[config.mk]
export PLATFORM = sky130hd
export DESIGN_NAME = ringosc_meas_ctrl
export DESIGN_NICKNAME = d
export VERILOG_FILES = /design/src/rtl/ringosc_meas_ctrl.sv
export SDC_FILE = /design/constraint.sdc
export NUM_CORES = 1
export LEC_CHECK = 0
export ABC_AREA = 1
export CORE_ASPECT_RATIO = 0.75
export CORE_MARGIN = 1
export CORE_UTILIZATION = 35
export CTS_CLUSTER_DIAMETER = 100
export DETAILED_ROUTE_END_ITERATION = 10
export PLACE_DENSITY = 0.67
export SYNTH_ARGS = -nofsm -noshare
export SYNTH_HDL_FRONTEND = slang
export SYNTH_SLANG_ARGS = --single-unit
[constraint.sdc]
create_clock -name clk -period 2.1 [get_ports clk]
set_input_delay 0.42 -clock clk [delete_from_list [all_inputs] [get_ports clk]]
set_output_delay 0.42 -clock clk [all_outputs]
set_load 0.02 [all_outputs]
[src/rtl/ringosc_meas_ctrl.sv]
// Ring-oscillator frequency measurement controller: settle, gated edge count, result hold.
// Optional macro RINGOSC_CONTINUOUS_EN re-arms the gate window back-to-back after each result.
module ringosc_meas_ctrl #(
    parameter int CNT_W      = 16,
    parameter int SETTLE_CYC = 16
) (
    input  logic             clk,
    input  logic             rst_n,
    input  logic             ena,
    input  logic             start,
    input  logic             abort,
    input  logic [2:0]       gate_sel,
    input  logic             osc_in,
    output logic             osc_en,
    output logic             busy,
    output logic             done,
    output logic [CNT_W-1:0] result,
    output logic             overflow
);

    // Timer must hold SETTLE_CYC-1 and the 2^13 window length before the -1.
    localparam int TMR_W = ($clog2(SETTLE_CYC) > 14) ? $clog2(SETTLE_CYC) : 14;

    typedef enum logic [1:0] {
        S_IDLE   = 2'd0,
        S_SETTLE = 2'd1,
        S_GATE   = 2'd2,
        S_DONE   = 2'd3
    } state_t;

    state_t             state_q, state_d;
    logic [TMR_W-1:0]   tmr_q, tmr_d;
    logic [2:0]         gsel_q, gsel_d;
    logic [CNT_W-1:0]   cnt_q, cnt_d;
    logic               ovf_q, ovf_d;
    logic [CNT_W-1:0]   result_q, result_d;
    logic               overflow_q, overflow_d;
    logic               sync1_q, sync2_q, hist_q;

    logic               rise;
    logic               cnt_sat;
    logic               abort_req;
    logic [CNT_W-1:0]   cnt_inc;
    logic               ovf_inc;
    logic [TMR_W-1:0]   gate_last;
    logic [TMR_W-1:0]   settle_last;

    // Two-flop synchronizer plus one history flop for rising-edge detection.
    always_ff @(posedge clk or negedge rst_n) begin
        if (!rst_n) begin
            sync1_q <= 1'b0;
            sync2_q <= 1'b0;
            hist_q  <= 1'b0;
        end else begin
            sync1_q <= osc_in;
            sync2_q <= sync1_q;
            hist_q  <= sync2_q;
        end
    end

    always_comb begin
        rise        = sync2_q & ~hist_q;
        cnt_sat     = &cnt_q;
        cnt_inc     = cnt_q + CNT_W'(rise & ~cnt_sat);
        ovf_inc     = ovf_q | (rise & cnt_sat);
        abort_req   = abort | ~ena;
        gate_last   = (TMR_W'(64) << gsel_q) - TMR_W'(1);
        settle_last = TMR_W'(SETTLE_CYC - 1);
    end

    // State and datapath register.
    always_ff @(posedge clk or negedge rst_n) begin
        if (!rst_n) begin
            state_q    <= S_IDLE;
            tmr_q      <= '0;
            gsel_q     <= '0;
            cnt_q      <= '0;
            ovf_q      <= 1'b0;
            result_q   <= '0;
            overflow_q <= 1'b0;
        end else begin
            state_q    <= state_d;
            tmr_q      <= tmr_d;
            gsel_q     <= gsel_d;
            cnt_q      <= cnt_d;
            ovf_q      <= ovf_d;
            result_q   <= result_d;
            overflow_q <= overflow_d;
        end
    end

    // Next-state logic; abort is tested before window completion so it wins a tie.
    always_comb begin
        state_d    = state_q;
        tmr_d      = tmr_q;
        gsel_d     = gsel_q;
        cnt_d      = cnt_q;
        ovf_d      = ovf_q;
        result_d   = result_q;
        overflow_d = overflow_q;
        case (state_q)
            S_IDLE: begin
                if (start && ena && !abort) begin
                    state_d = S_SETTLE;
                    tmr_d   = '0;
                    gsel_d  = gate_sel;
                    cnt_d   = '0;
                    ovf_d   = 1'b0;
                end
            end
            S_SETTLE: begin
                if (abort_req) begin
                    state_d = S_IDLE;
                end else if (tmr_q == settle_last) begin
                    state_d = S_GATE;
                    tmr_d   = '0;
                end else begin
                    tmr_d = tmr_q + TMR_W'(1);
                end
            end
            S_GATE: begin
                if (abort_req) begin
                    state_d = S_IDLE;
                end else begin
                    cnt_d = cnt_inc;
                    ovf_d = ovf_inc;
                    if (tmr_q == gate_last) begin
                        state_d    = S_DONE;
                        result_d   = cnt_inc;
                        overflow_d = ovf_inc;
                    end else begin
                        tmr_d = tmr_q + TMR_W'(1);
                    end
                end
            end
            S_DONE: begin
`ifdef RINGOSC_CONTINUOUS_EN
                if (ena && !abort) begin
                    state_d = S_GATE;
                    tmr_d   = '0;
                    gsel_d  = gate_sel;
                    cnt_d   = '0;
                    ovf_d   = 1'b0;
                end else begin
                    state_d = S_IDLE;
                end
`else
                state_d = S_IDLE;
`endif
            end
            default: state_d = S_IDLE;
        endcase
    end

    // Outputs decoded from the current state.
    always_comb begin
        osc_en = 1'b0;
        busy   = (state_q != S_IDLE);
        done   = (state_q == S_DONE);
        case (state_q)
            S_SETTLE: osc_en = 1'b1;
            S_GATE:   osc_en = 1'b1;
`ifdef RINGOSC_CONTINUOUS_EN
            // Keep the oscillator running across the result cycle when re-arming.
            S_DONE:   osc_en = ena & ~abort;
`endif
            default:  osc_en = 1'b0;
        endcase
    end

    assign result   = result_q;
    assign overflow = overflow_q;

endmodule

### Yosys cells after proc, flatten, opt, wreduce, memory -nomap -nowiden

Index checks and enable logic that the tools add are counted.

* input port bits: 9
* output and inout bits: 20
* register bits: 56
* logic and storage cells: 67

* shift operators: 1
* bitwise logic cells: 9
* mux-type cells: 19
* eq/ne operators: 11
* add/subtract/negate cells: 3
* reduce and logical (&&, ||, !) cells: 14

Operator list (number)
* 2-to-1 mux 14 bit: 5
* case mux 14 bit (3 select lines): 1
* 2-to-1 mux 16 bit: 2
* case mux 16 bit (2 select lines): 1
* adder 16 bit: 1
* bitwise AND 1 x 16 -> 16 bit: 1
* NOT 1 -> 16 bit: 1
* AND reduction 16 bit: 1
* adder 14 x 1 -> 14 bit, second input constant: 1
* equality test 14 bit: 1
* equality test 14 x 4 -> 1 bit, second input constant: 1
* << shifter 7 x 3 -> 14 bit, first input constant: 1
* subtractor 14 x 2 -> 14 bit, second input constant: 1
* 2-to-1 mux 2 bit: 5
* AND reduction 3 bit: 3
* != test 2 bit, second input constant: 4
* case mux 2 bit (4 select lines): 1
* != test 3 bit, second input constant: 2
* AND reduction 5 bit: 1
* equality test 2 bit, second input constant: 2
* nonzero test 2 bit: 2
* 2-to-1 mux 1 bit: 3
* NOT 1 bit: 3
* nonzero test 3 bit: 1
* 9 further kinds: 12

### Depth between registers and ports, before layout

* depth in word-level cells: 6
* gate-level depth with buffers: 18
* mapped depth without buffers: 18

### Least setup slack after synthesis

OpenSTA, ideal clock, no wires.

* path type: register -> register
* start point: reg cnt_q[7]
* end point: reg result_q[12] (netlist: result[12])
* buffers on the path: 0
* data required time: 1.983 ns
* library setup time: 0.117 ns
* setup slack: -0.142 ns
* stages on the path, launching flop included: 19
* arrival: 2.125 ns
* cells stage by stage: dfrtp_1 -> nand2_1 -> inv_1 -> nand3_1 -> inv_1 -> nand2_1 -> nor2_1 -> nor3_1 -> ha_1 -> ha_1 -> inv_1 -> nor2_1 -> nand2_1 -> nor2_1 -> nand2_1 -> nand2_1 -> nand2_1 -> nand4_1 -> nand2_1

* longest elaborated chain between the ends: 4

RTL lines
* start: declaration: RTL line 34 `logic [CNT_W-1:0] cnt_q, cnt_d;`
* start signal: assignment: RTL line 85 `cnt_q <= cnt_d;`
* AND reduction 16 bit: RTL line 63 `cnt_sat = &cnt_q;`
* NOT 1 -> 16 bit: RTL line 64 `cnt_inc = cnt_q + CNT_W'(rise & ~cnt_sat);`
* bitwise AND 1 x 16 -> 16 bit: RTL line 64
* adder 16 bit (*): RTL line 64
* end signal: assignment: RTL line 87 `result_q <= result_d;`
* end: declaration: RTL line 36 `logic [CNT_W-1:0] result_q, result_d;`

Mark *: on every way between the ends. The rest lies on a longest branch, timed or not.
A chain may end at the register's enable or synchronous reset.

### Worst setup path after layout

* start point: reg cnt_q[8]
* end point: reg result_q[12] (netlist: result[12])

Same word-level chain as after synthesis.

==> reports/results.ini <==
[outcome]
status=finished, violations left
violations=setup timing

[die]
io_pins=29
initial_core_util_pct=36.1
die_area_um2=10400
rows=31
coreArea_um2=9660
fp.dieH_um=88.4
chipWidth_um=117

[pwr]
switching_share_pct=38.9
power_w=0.00317
comb_power_share_pct=34.6
peakVddDrop_v=0.000362
p_leak_nw=2.21
switchingPower_w=0.00124
clkPwrFrac_pct=26.7
seq_power_share_pct=38.7
intPower_w=0.00194
p_per_area_nw_per_um2=716

[final_layout]
syn2layout_area_growth_pct=27.3
fin_cells=679
fin_area_um2=4440
n_antenna_cell=0
drive_gt1_share_pct=18.1
layout.nets=562

[min_path]
min_from=sync1_q
hold_end=sync2_q
min_path_cells=0
min_path_type=reg2reg

[logic_synthesis]
async_flop_share_pct=100
synth_commonest_cells=nand2_1, inv_1, dfrtp_1, nor2_1, nand3_1
ys.flop_type=dfrtp_1
ys_warn_count=0
synth_seq_area_share_pct=40.2
synth_most_common_cell=nand2_1
yosysTopAreaCell=dfrtp_1
syn_inst=483
synthesis.area_um2=3480
synth_nets=499
synth_area_leaders=dfrtp_1, nand2_1, inv_1
synth_seq_cells=56
synthDistinctLibCells=33
avgSynthCellArea_um2=7.21
synth_top_area_share_pct=40.2
synth_edf_count=0

[sta]
drv_slew=0
hold_viol=0
worst_pin_slew_ps=617
slew-limit-headroom_pct=58.6
setup_violations=2
period_needed_ps=2120
fin_worst_skew_ps=6.28
rsz0062_at_grt=yes
max_freq_ghz=0.473
finalCritPeriodShare_pct=101
timing.final.ws_setup_ps=-15.3

[drt]
viasPerCell=4.94
ant_nets=0
wirelength_um=9020
wl_per_cell_um=13.3
drt_iter0_markers=306
drc_errors=0
first_pass_iters=5
vias=3354

[clock_network]
numCtsBuffers=5
cts_tree=built
cts.sinks=56
clk_latency_ps=290
clk_path_buf_depth=2
htreeDepth=2
root_buffer=clkbuf_16
path_clk_slew_ps=70

[global_route]
antenna_found_initial=0
grt.overflow.total=0
grt_usage_pct=18.4
grt_pass1_wl_um=14800
first_global_vias=3088
grt_max_degree=54

[critical_path]
path_buf_inv=3
crit_chain=nand2_2 > inv_2 > nand3_2 > inv_2 > nand2_2 > nor2_2 > nor3_2 > ha_2 > ha_4 > inv_4 > nor2_4 > nand2_2 > nor2_4 > nand2_1 > nand2_1 > nand2_2 > nand4_1 > nand2_1
r2r-start=cnt_q[8]
worstSetupStartpointType=flip-flop
worstPathMaxFanout=5
crit_required_ps=2290
crit_path_frequent_cell=nand2_2
r2r_cells=18
crit_slowest_cell=dfrtp_1
r2r_end=result[12]
slowest_delay_ps=390
reg2reg_slack_ps=-20
criticalPathCategory=reg2reg
cp.arrival_ps=2300
critPathTopFamily=simple AND/OR/NAND/NOR gates
cp-end-kind=flip-flop

[placed_design]
post-dp-hpwl_um=6380
finalWeightedCongestion=0.926
placed_cells=659
post-place-ws_ps=-78.2
portBuffers=28
place_area_um2=4070

[run]
maxCapViolations=0

layout make-up:
type                    count  area, um2
multi-input cells         352       1880
well taps                 132        165
flip-flops and latches     56       1400
clock inverters             2       16.3
inverters                  62        236
fillers                   904       5220
clock buffers               6        129
repair buffers             69        612
worst max-delay path by stage:
stage / cells past startpoint / endpoint / start
floorplan: 16 / result[10] / cnt_q[7]
global placement: 16 / result[10] / cnt_q[8]
detailed placement: 16 / result[10] / cnt_q[8]
finish: 18 / result[12] / cnt_q[8]
CTS: 15 / result[10] / cnt_q[7]
global route: 18 / result[14] / cnt_q[8]
per-layer routing:
layer	track usage (%)	part of all wire (%)	up-vias
li1	-	-	1653
met1	27.8	48	1564
met2	27.3	44	128
met3	2.05	6.5	9
met4	5.64	0.93	0
met5	0	0	-
metrics by stage:
stage | setup TNS, ps | hold slack, ps | utilization, %
after global placement | 0 | 237 | 42.1
after CTS | 0 | 357 | 44.9
after floorplan | 0 | 124 | -
after detailed placement | -545 | 241 | 42.1
after global routing | -1710 | 362 | 45.9
final | -27.8 | 354 | 45.9
registers in the layout, summed over array words and instances, names as in the netlist:
signal,cells
cnt_q,16
gsel_q,3
hist_q,1
overflow,1
ovf_q,1
result,16
state_q,2
sync1_q,1
sync2_q,1
tmr_q,14
kinds of logic (layout without fill, tap and decap cells):
kind of cell             Yosys count  in the layout  synth area share [%]
adder cells (fa/ha/maj)            7              7                  2.51
AND/OR/NAND/NOR                  300            300                  38.3
flip-flops                        56             56                  40.2
buffers and inverters             75            139                  10.3
XOR/XNOR                          12             12                  3.02
AO/OA/AOI/OAI                     33             33                  5.64
timing repair:
item,CTS,global route
setup buffers,8,4
endpoints found under the setup margin,17,21
gates resized for setup,20,24
hold endpoints to repair,3,0
hold buffers,1,0
cloned,0,0
pin swaps,11,20
power by group through the flow:
stage                     registers [W]  clock network, W  logic (W)
after global placement          0.00124                 0    0.00109
final                           0.00123          0.000848    0.00110
after CTS                       0.00122          0.000870    0.00110
after floorplan                 0.00121                 0   0.000819
after global routing            0.00123          0.000904    0.00122
after detailed placement        0.00125                 0    0.00111
cell usage in the layout, fill, tap and decap left out, drive strengths merged:
cell	instances
nor3	6
a31oi	1
nand2	169
nand3b	1
nand3	44
a211oi	1
o211ai	1
a22o	1
ha	7
dlygate4sd2	2
a21oi	4
xor2	10
clkinv	3
inv	60
nand4	20
o21ai	18
o22ai	7
clkbuf	6
clkdlybuf4s50	25
buf	41
clkinvlp	1
dlygate4sd3	1
dfrtp	56
xnor2	2
nor2	60
Note: power is estimated with default switching activity, not from simulation.
==> RTL edit, RTL diff (same settings) <==
The parameter `CNT_W` goes from 16 to 32.
--- a/src/rtl/ringosc_meas_ctrl.sv
+++ b/src/rtl/ringosc_meas_ctrl.sv
@@ -2,5 +2,5 @@
 // Optional macro RINGOSC_CONTINUOUS_EN re-arms the gate window back-to-back after each result.
 module ringosc_meas_ctrl #(
-    parameter int CNT_W      = 16,
+    parameter int CNT_W      = 32,
     parameter int SETTLE_CYC = 16
 ) (
Ports: changed (resized result); port bits go from 29 to 45. The function was not compared with the original's and may differ.
==> RTL edit against the original RTL <==
Core utilization rose by 4.9 points. Design area rose by 67%. Die area rose by 50%. Wire length rose by 84%. Total power rose by 55%. Worst setup slack got worse by 0.17 ns. The run still ends with negative setup slack left. Sequential cell count rose by 32. Largest power group unchanged. Via count rose by 63%. Synthesized area rose by 51%.
==> RTL edit: results (changes against the original RTL) <==
[status]
violations=negative setup slack
status=complete, but fails checks

[clock_network]
cts_resized=50  ; +150%
insertion_delay_ns=0.35  ; +0.06 ns

[pwr]
seq_cell_power_mw=1.85  ; +50%
ir_drop_uv=591.8  ; +64%
combinationalPower_mw=1.38  ; +25%
totalPowerFinal_mw=4.907  ; +55%
p_int_mw=3.132  ; +61%
power.leakage_nw=3.560  ; +61%

[finish]
finalNetCount=891  ; +59%
drive_gt1_share_pct=25.34  ; +7.2 points

[placement]
io_buffers=44  ; +57%
place_area_um2=6452  ; +59%
place_ws_ns=-0.2726  ; -0.1944 ns
routabilityCongestion=0.9305  ; +0.45%

[sta]
worst_slack_ns=-0.1845  ; -0.1691 ns
worst_slew_pin_slew_ns=0.5293  ; -0.08750 ns
setup_viol=39  ; +37

[routing]
wire_per_inst_um=15.37  ; +16%
wl_met2_um=6863  ; +72%
via_per_inst=5.056  ; +2.4%
routed_wl_um=16600  ; +84%

[global_route]
met2_usage_pct=30.83  ; +3.6 points
grt_use_total_pct=22.31  ; +3.9 points
grt_start_max_net_pins=38  ; -30%
grt_pass1_wl_um=26550  ; +79%
first_global_vias=5172  ; +67%

[yosys]
synthTopCellsByCount=273 x nand2_1, 90 x nor2_1, 88 x dfrtp_1, 73 x inv_1, 57 x nand3_1
yosys.cell_types.count=36  ; +9.1%
synth_cells=751  ; +55%

[min_path]
hp-class=in2async

[RTL edit: changes by cell type after synthesis, moves of 15 or more]
| cell | delta |
|---|---|
| dfrtp_1 | +32 |
| nand4_1 | +29 |
| nand3_1 | +18 |
| inv_1 | +15 |
| nand2_1 | +108 |
| nor2_1 | +37 |
[RTL edit: cell type report]
type	instances	area, um2	area share [%]
tap	200	250.2	3.381
clock buffer	11	242.7	3.280
inverter	76	290.3	3.922
timing repair buffer	140	1255	16.96
sequential	88	2202	29.75
multi-input combinational	560	3097	41.84
clock inverter	5	63.81	0.8622
[RTL edit: cells by family after synthesis]
kind of cell | synth area share (%)
adders and majority gates | 1.667
DFF | 41.90
buffers and inverters | 8.262
and+or+nand+nor | 40.07
xor gates and xnor gates | 3.000
AOI/OAI and AO/OA | 5.095
